`config.mk`:
```
export PLATFORM = sky130hd
export DESIGN_NAME = fifo_rd_packer
export DESIGN_NICKNAME = d
export VERILOG_FILES = /design/src/rtl/fifo_pkg.sv /design/src/rtl/fifo_out_slot.sv /design/src/rtl/fifo_rd_packer.sv
export SDC_FILE = /design/constraint.sdc
export NUM_CORES = 1
export LEC_CHECK = 0
export CAP_MARGIN = 20
export CELL_PAD_IN_SITES_DETAIL_PLACEMENT = 0
export CELL_PAD_IN_SITES_GLOBAL_PLACEMENT = 1
export CORE_AREA = 4 4 90 92
export CTS_CLUSTER_SIZE = 16
export DETAILED_ROUTE_END_ITERATION = 16
export DIE_AREA = 0 0 94 96
export GPL_TIMING_DRIVEN = 0
export PLACE_DENSITY = 0.81
export SYNTH_ARGS = -nofsm -noshare
export SYNTH_HDL_FRONTEND = slang
export SYNTH_SLANG_ARGS = --single-unit
```
`constraint.sdc`:
```
create_clock -name rclk -period 1.72 [get_ports rclk]
set_clock_uncertainty 0.15 [all_clocks]
set_input_delay 0.172 -clock rclk [delete_from_list [all_inputs] [get_ports rclk]]
set_output_delay 0.172 -clock rclk [all_outputs]
set_load 0.005 [all_outputs]
```
`src/rtl/fifo_pkg.sv`:
```
// Shared types and helpers for the FIFO read-side packer.
package fifo_pkg;

    localparam int unsigned DSIZE_DEF = 8;
    localparam int unsigned PACK_DEF  = 4;
    localparam int unsigned KEEP_MAX  = 64;

    typedef enum logic [0:0] {
        ACCUM,
        FLUSH_WAIT
    } pack_state_e;

    // Low 'cnt' bits set; callers keep only the PACK lanes they need.
    function automatic logic [KEEP_MAX-1:0] keep_mask(input int unsigned cnt);
        logic [KEEP_MAX-1:0] m;
        m = '0;
        for (int unsigned i = 0; i < KEEP_MAX; i++) begin
            if (i < cnt) m[i] = 1'b1;
        end
        return m;
    endfunction

endpackage

```
`src/rtl/fifo_out_slot.sv`:
```
// One-entry valid/ready output register holding a packed beat with keep and last.
module fifo_out_slot #(
    parameter int unsigned DSIZE = 8,
    parameter int unsigned PACK  = 4
) (
    input  logic                  clk_i,
    input  logic                  rst_ni,
    input  logic                  load_i,
    input  logic [DSIZE*PACK-1:0] load_data_i,
    input  logic [PACK-1:0]       load_keep_i,
    input  logic                  load_last_i,
    input  logic                  ready_i,
    output logic [DSIZE*PACK-1:0] data_o,
    output logic [PACK-1:0]       keep_o,
    output logic                  last_o,
    output logic                  valid_o,
    output logic                  slot_free_o
);

    logic [DSIZE*PACK-1:0] data_q, data_d;
    logic [PACK-1:0]       keep_q, keep_d;
    logic                  last_q, last_d;
    logic                  valid_q, valid_d;

    always_comb begin
        data_d  = data_q;
        keep_d  = keep_q;
        last_d  = last_q;
        valid_d = valid_q;
        if (load_i) begin
            data_d  = load_data_i;
            keep_d  = load_keep_i;
            last_d  = load_last_i;
            valid_d = 1'b1;
        end else if (ready_i) begin
            valid_d = 1'b0;
        end
    end

    always_ff @(posedge clk_i or negedge rst_ni) begin
        if (!rst_ni) begin
            data_q  <= '0;
            keep_q  <= '0;
            last_q  <= 1'b0;
            valid_q <= 1'b0;
        end else begin
            data_q  <= data_d;
            keep_q  <= keep_d;
            last_q  <= last_d;
            valid_q <= valid_d;
        end
    end

    assign data_o      = data_q;
    assign keep_o      = keep_q;
    assign last_o      = last_q;
    assign valid_o     = valid_q;
    assign slot_free_o = !valid_q || ready_i;

endmodule

```
`src/rtl/fifo_rd_packer.sv`:
```
// Pops FIFO words, packs PACK of them per output beat; flush closes a partial beat.
module fifo_rd_packer
    import fifo_pkg::*;
#(
    parameter int unsigned DSIZE = DSIZE_DEF,
    parameter int unsigned PACK  = PACK_DEF
) (
    input  logic                  rclk,
    input  logic                  rrst_n,
    input  logic [DSIZE-1:0]      rdata,
    input  logic                  rempty,
    output logic                  rinc,
    input  logic                  flush,
    output logic [DSIZE*PACK-1:0] m_data,
    output logic [PACK-1:0]       m_keep,
    output logic                  m_last,
    output logic                  m_valid,
    input  logic                  m_ready
);

    localparam int unsigned CW = (PACK > 1) ? $clog2(PACK) : 1;
    localparam int unsigned AL = (PACK > 1) ? PACK - 1 : 1;
    localparam logic [CW-1:0] LAST_LANE = CW'(PACK - 1);

    pack_state_e               state_q, state_d;
    logic [CW-1:0]             asm_cnt_q, asm_cnt_d;
    logic [AL-1:0][DSIZE-1:0]  asm_q, asm_d;

    logic                      slot_free;
    logic                      flush_pend;
    logic                      load;
    logic [PACK-1:0][DSIZE-1:0] load_data;
    logic [PACK-1:0]           load_keep;
    logic                      load_last;
    logic [KEEP_MAX-1:0]       part_mask;

    assign flush_pend = (state_q == FLUSH_WAIT);

    // Last lane may only be popped when the output slot can take the completed beat.
    assign rinc = rrst_n && !rempty && !(flush_pend && asm_cnt_q != '0) &&
                  (asm_cnt_q != LAST_LANE || slot_free);

    always_comb begin
        state_d   = state_q;
        asm_cnt_d = asm_cnt_q;
        asm_d     = asm_q;
        load      = 1'b0;
        load_data = '0;
        load_keep = '0;
        load_last = 1'b0;
        part_mask = keep_mask(32'(asm_cnt_q));
        unique case (state_q)
            ACCUM: begin
                if (rinc) begin
                    if (asm_cnt_q == LAST_LANE) begin
                        load = 1'b1;
                        for (int i = 0; i < int'(PACK) - 1; i++) load_data[i] = asm_q[i];
                        load_data[PACK-1] = rdata;
                        load_keep = '1;
                        load_last = flush;
                        asm_cnt_d = '0;
                    end else begin
                        asm_d[asm_cnt_q] = rdata;
                        asm_cnt_d        = asm_cnt_q + CW'(1);
                        if (flush) state_d = FLUSH_WAIT;
                    end
                end else if (flush && asm_cnt_q != '0) begin
                    state_d = FLUSH_WAIT;
                end
            end
            FLUSH_WAIT: begin
                if (slot_free) begin
                    load = 1'b1;
                    // Lanes past asm_cnt may hold stale words; present them as zero.
                    for (int i = 0; i < int'(PACK) - 1; i++) begin
                        if (i < int'(asm_cnt_q)) load_data[i] = asm_q[i];
                    end
                    load_keep = part_mask[PACK-1:0];
                    load_last = 1'b1;
                    asm_cnt_d = '0;
                    state_d   = ACCUM;
                end
            end
            default: state_d = ACCUM;
        endcase
    end

    always_ff @(posedge rclk or negedge rrst_n) begin
        if (!rrst_n) begin
            state_q   <= ACCUM;
            asm_cnt_q <= '0;
            asm_q     <= '0;
        end else begin
            state_q   <= state_d;
            asm_cnt_q <= asm_cnt_d;
            asm_q     <= asm_d;
        end
    end

    fifo_out_slot #(
        .DSIZE (DSIZE),
        .PACK  (PACK)
    ) u_slot (
        .clk_i       (rclk),
        .rst_ni      (rrst_n),
        .load_i      (load),
        .load_data_i (load_data),
        .load_keep_i (load_keep),
        .load_last_i (load_last),
        .ready_i     (m_ready),
        .data_o      (m_data),
        .keep_o      (m_keep),
        .last_o      (m_last),
        .valid_o     (m_valid),
        .slot_free_o (slot_free)
    );

endmodule

```
* After elaboration in Yosys (flattened, before gate mapping) *
Cells that the tools add are included.

word-level totals
  logic and storage cells = 76
  register bits = 65
  output and inout bits = 39
  input port bits = 13

cells by class
  add/subtract/negate cells = 1
  order comparisons = 8
  eq/ne operators = 4
  bitwise logic cells = 2
  multiplexer cells = 37
  reduce and logical (&&, ||, !) cells = 15

operator list
  kind                 count
  $mux 32              2
  $pmux 24 s2          1
  $mux 8               5
  $bwmux 24            1
  $mux 24              1
  $demux 8 s2          1
  $mux 1               15
  $lt 1x2->1 const A   4
  $mux 4               2
  $pmux 4 s2           1
  $logic_and 1x1->1    6
  $mux 2               3
  $pmux 1 s2           3
  $lt 2x2->1 const A   2
  $ne 2x2->1 const B   2
  $pmux 2 s2           1
  $reduce_bool 2->1    2
  $logic_not 1->1      3
  $lt 2x3->1 const B   1
  $mux 3               1
  $reduce_and 3->1     1
  $add 2x1->2 const B  1
  $eq 2x2->1 const B   1
  $ge 2x1->1 const B   1
  4 further kinds      6

* Logic depth before layout (Yosys ltp) *
  depth after elaboration = 8
  depth in mapped cells = 6
  depth with buffers taken out = 5

* By module *
Synthesis repeated with hierarchy kept, for this count alone.

second synthesis, totals
  cell total of the unflattened synthesis = 206
  area total of the unflattened synthesis = 2941.6 sq um

modules (own cells, without submodules)
  module          area each (sq um)  instances  cells each  seq. area each (sq um)
  fifo_out_slot   1490.2             1          81          950.9
  fifo_rd_packer  1451.4             1          125         675.6

* Worst setup path before layout *
OpenSTA, ideal clock, no wires.

  kind = reg-to-reg
  start point = register asm_cnt_q[0]
  end point = register asm_q[16] in the netlist's numbering
  data arrival time = 1589 ps
  cell stages (with the launch flop) = 5
  path buffers = 0
  library setup time = 128 ps
  data required time = 1442 ps
  slack = -146 ps
  period minus slack after synthesis = 1866 ps
  path through = dfrtp_1 > ha_1 > nor4b_4 > nand2_2 > mux2_1

between the ends
  cells in the longest elaborated chain, start to end = 6
  elaborated cells between the ends (all ways) = 16
  those cells by class = order compare: 2; eq/ne: 2; mux: 3; bitwise: 1; reduce/logical: 8

RTL lines
  element                                                             line                  text
  start, declared                                                     fifo_rd_packer.sv:26  logic [CW-1:0] asm_cnt_q, asm_cnt_d;
  start signal, assigned                                              fifo_rd_packer.sv:95  asm_cnt_q <= asm_cnt_d;
  parallel branches: the longest is 6 deep, another holds $lt 2x3->1  --
  end signal, assigned                                                fifo_rd_packer.sv:96  asm_q <= asm_d;
  end, declared                                                       fifo_rd_packer.sv:27  logic [AL-1:0][DSIZE-1:0] asm_q, asm_d;

Parallel ways; which one is timed is not known.
A chain may end at the register's enable or synchronous reset.

* Worst setup path in the final report *
  start point = register asm_cnt_q[0]
  end point = register asm_q[23] in the netlist's numbering

The elaborated chain is that of the path after synthesis.

==> qor.json <==
{
  "detail_route.drc_violations": {"value": 0},
  "clockRootBuffer": {"value": "clkbuf_8"},
  "count_of_nets_left_with_antenna_violations_after_detail_routing": {"value": 0},
  "end_kind": {"value": "register"},
  "hold_viol": {"value": 65},
  "instances_no_fill": {"value": 380},
  "groute.usage.overall": {"value": 15.1, "unit": "%"},
  "numClockSinks": {"value": 65},
  "clock_path_buffers": {"value": 2},
  "grt_max_degree": {"value": 71},
  "p_comb_share": {"value": 39.3, "unit": "%"},
  "internal_power": {"value": 4170, "unit": "uW"},
  "synthesis.area": {"value": 0.00266, "unit": "mm^2"},
  "post_synth_inst_count": {"value": 192},
  "postLayoutCoreUtil": {"value": 55.0, "unit": "%"},
  "ios": {"value": 52},
  "die_area": {"value": 0.00902, "unit": "mm^2"},
  "maxCapViolations": {"value": 0},
  "core_area": {"value": 0.00721, "unit": "mm^2"},
  "post_drt_wl_per_cell": {"value": 18.7, "unit": "um"},
  "crit_required": {"value": 1.80, "unit": "ns"},
  "cts_max_level": {"value": 3},
  "die_width": {"value": 94, "unit": "um"},
  "p_per_area": {"value": 1540, "unit": "mW/mm^2"},
  "grt_overflow_total": {"value": 0},
  "cp_common_cell": {"value": "buf_4"},
  "layout.nets": {"value": 295},
  "achievable-frequency": {"value": 532, "unit": "MHz"},
  "ant_cells": {"value": 0},
  "cts-buffers-inserted": {"value": 9},
  "worstSkewPairLatency": {"value": 0.34, "unit": "ns"},
  "worst_hold_path_type": {"value": "primary input to asynchronous set/reset pin"},
  "syn_avg_cell_area": {"value": 13.9, "unit": "um^2"},
  "post_route_hold_slack": {"value": -0.415, "unit": "ns"},
  "std_cell_rows": {"value": 31},
  "worst-slew-pin-transition": {"value": 0.377, "unit": "ns"},
  "pwr-share-clk": {"value": 20.4, "unit": "%"},
  "crit_path_max_incr_delay": {"value": 0.45, "unit": "ns"},
  "critical_path.cell_chain": {"value": "buf_12 > clkinv_8 > buf_4 > buf_4 > ha_1 > nand2_8 > mux2_2"},
  "switchingPower": {"value": 1940, "unit": "uW"},
  "slew_headroom": {"value": 74.8, "unit": "%"},
  "clkSlewWorstSetupHoldPaths": {"value": 0.07, "unit": "ns"},
  "fraction_of_power_spent_switching_nets": {"value": 31.8, "unit": "%"},
  "wire_length_of_the_first_global_routing_pass": {"value": 10200, "unit": "um"},
  "netlist-cell-type-count": {"value": 32},
  "run_status": {"value": "complete, but fails checks"},
  "ys_seq_area_share": {"value": 61.1, "unit": "%"},
  "start_util": {"value": 36.9, "unit": "%"},
  "timing.final.setup_violations": {"value": 62},
  "critical_path.n_buffers_inverters": {"value": 4},
  "routed_wirelength": {"value": 7100, "unit": "um"},
  "post_detail_place_hpwl": {"value": 4160, "unit": "um"},
  "layout.filler_cells": {"value": 604},
  "timing.critical_path.arrival": {"value": 1.96, "unit": "ns"},
  "regArea": {"value": 0.00163, "unit": "mm^2"},
  "postSynth.asyncResetShare": {"value": 100, "unit": "%"},
  "drv_slew": {"value": 0},
  "first_global_vias": {"value": 1931},
  "cts_tree": {"value": "yes"},
  "category_of_cells_accounting_for_the_largest_share_of_critical_path_delay": {"value": "flip-flops"},
  "portBuffers": {"value": 51},
  "worstSetupPathType": {"value": "register to register"},
  "grt_antenna_before_repair": {"value": 0},
  "share_seq_of_total_power": {"value": 40.3, "unit": "%"},
  "area_delta_synth_final": {"value": 49.0, "unit": "%"},
  "timing.critical_path.fanout_max": {"value": 8},
  "timing.final.crit_share": {"value": 109, "unit": "%"},
  "synth.ff_latch_count": {"value": 65},
  "gpl.final_weighted_congestion": {"value": 0.799},
  "route.vias.total": {"value": 1955},
  "power.ir.vdd_worst": {"value": 0.000582, "unit": "V"},
  "synth.net_count": {"value": 210},
  "dpl_worst_slack": {"value": -0.728, "unit": "ns"},
  "timing.final.ws_setup": {"value": -0.160, "unit": "ns"},
  "multi_input_comb_area": {"value": 0.00117, "unit": "mm^2"},
  "finalWorstPathRequiredPeriod": {"value": 1.88, "unit": "ns"},
  "grt_setup_unrepaired": {"value": "yes"},
  "crit_path_top_delay_cell": {"value": "dfrtp_2"},
  "die_height": {"value": 96, "unit": "um"},
  "placed_cells": {"value": 342},
  "via_per_inst": {"value": 5.14},
  "violations": {"value": "negative hold slack, negative setup slack"},
  "p_leak": {"value": 0.00177, "unit": "uW"},
  "drt_iter0_drc": {"value": 55},
  "drt-pass1-iter-count": {"value": 4},
  "post_route_cells_drive_above_1_share": {"value": 38.1, "unit": "%"},
  "synthesis_warnings": {"value": 0},
  "edff_count_synth": {"value": 0},
  "synth_flop_cell": {"value": "dfrtp_1"},
  "critPathLaunchType": {"value": "register"}
}
[synthesized netlist by cell type, types with 2 or more instances]
cell       number  share of area [%]
dfrtp_1        65                 61
o2111ai_1       2               0.66
nand2_1         5               0.71
o21ai_0         8                1.5
nand3_1         3               0.56
a21oi_1         2               0.38
a21oi_2         3               0.99
a31o_2          8                2.6
nor2b_1         3               0.71
nand2_2         4               0.94
mux2_2         23                9.7
buf_2           3               0.56
nand2b_1        2               0.47
inv_1           5               0.71
a22o_1         24                7.9
ha_1            5                2.4
and3_1          8                1.9
o211ai_1        3               0.85
clkbuf_1        3               0.42
[area by class of cell]
cell class,count,area share [%]
multi-input cells,114,29.6
repair buffers,74,18.7
plain buffers,8,1.96
clock inverters,5,1.45
flip-flops and latches,65,41.1
clock buffers,10,3.22
inverters,5,0.852
well taps,99,3.12
[metrics by stage]
step           setup TNS [ns]  power [uW]  instance area [um^2]
2_1_floorplan         -0.0123        3390                  2680
3_3_place_gp          -286.09        4230                  3310
3_5_place_dp           -24.04        4280                  3310
4_1_cts                 -3.74        5770                  3670
5_1_grt                 -8.68        6460                  3970
6_report                -6.12        6110                  3970
[sequential cells by signal, indices dropped and copies added, names as in the netlist]
register        flops
asm_q              24
u_slot.valid_o      1
u_slot.keep_o       4
asm_cnt_q           2
u_slot.last_o       1
flush_pend          1
u_slot.data_o      32
[worst paths after layout]
path                                     startpoint                             to  slack, ns  cells after the start
min                                          rrst_n   u_slot.keep_o[2]$_DFFE_PN0P_      -0.41                      1
max in group asynchronous                    rrst_n       asm_cnt_q[0]$_DFFE_PN0P_       1.54                      1
max reg2reg                asm_cnt_q[0]$_DFFE_PN0P_          asm_q[23]$_DFFE_PN0P_      -0.16                      7
max                        asm_cnt_q[0]$_DFFE_PN0P_          asm_q[23]$_DFFE_PN0P_      -0.16                      7
min reg2reg                   asm_q[10]$_DFFE_PN0P_  u_slot.data_o[10]$_DFFE_PN0P_       0.34                      1
min in group rclk                            rrst_n           flush_pend$_DFF_PN0_       0.32                      4
[what timing repair did]
action | CTS | global route
endpoints found under the hold margin | 65 | 65
gates resized for setup | 32 | 34
gates cloned | 0 | 2
buffers inserted | 6 | 15
pin swaps | 10 | 10
setup endpoints to repair | 55 | 62
[layer usage]
layer / routed length, um / share of wire, % / GRT usage [%]
met5: 0 / 0 / 0
met4: 201 / 2.8 / 8.06
met3: 343 / 4.8 / 3.99
met2: 3460 / 49 / 22.9
met1: 3090 / 44 / 19.9
[power groups by stage]
stage	clock network [uW]	logic [uW]	registers (uW)
6_report	1240	2400	2470
5_1_grt	1340	2590	2530
4_1_cts	1270	2040	2460
3_5_place_dp	0	1800	2480
3_3_place_gp	0	1760	2460
2_1_floorplan	0	975	2420
[kinds of logic (layout without fill, tap and decap cells)]
kind of cell,count (synthesis),count (layout),share of synthesized area (%)
compound gates,53,53,15.8
buf+inv,13,102,2.40
simple gates,31,31,7.85
mux,25,25,10.5
flops,65,65,61.1
fa+ha+maj,5,5,2.35
[layout by cell type, fill, tap and decap left out, types with 3 or more instances in the layout]
cell / count
a21oi_4: 3
a22o_1: 24
a31o_4: 6
and3_1: 5
and3_4: 3
buf_4: 15
buf_6: 9
clkbuf_8: 10
clkdlybuf4s50_1: 49
dfrtp_1: 63
ha_1: 3
mux2_2: 23
nand2_1: 4
nand2_8: 4
o211ai_1: 3
o21ai_0: 6
(Power assumes the default switching activity.)
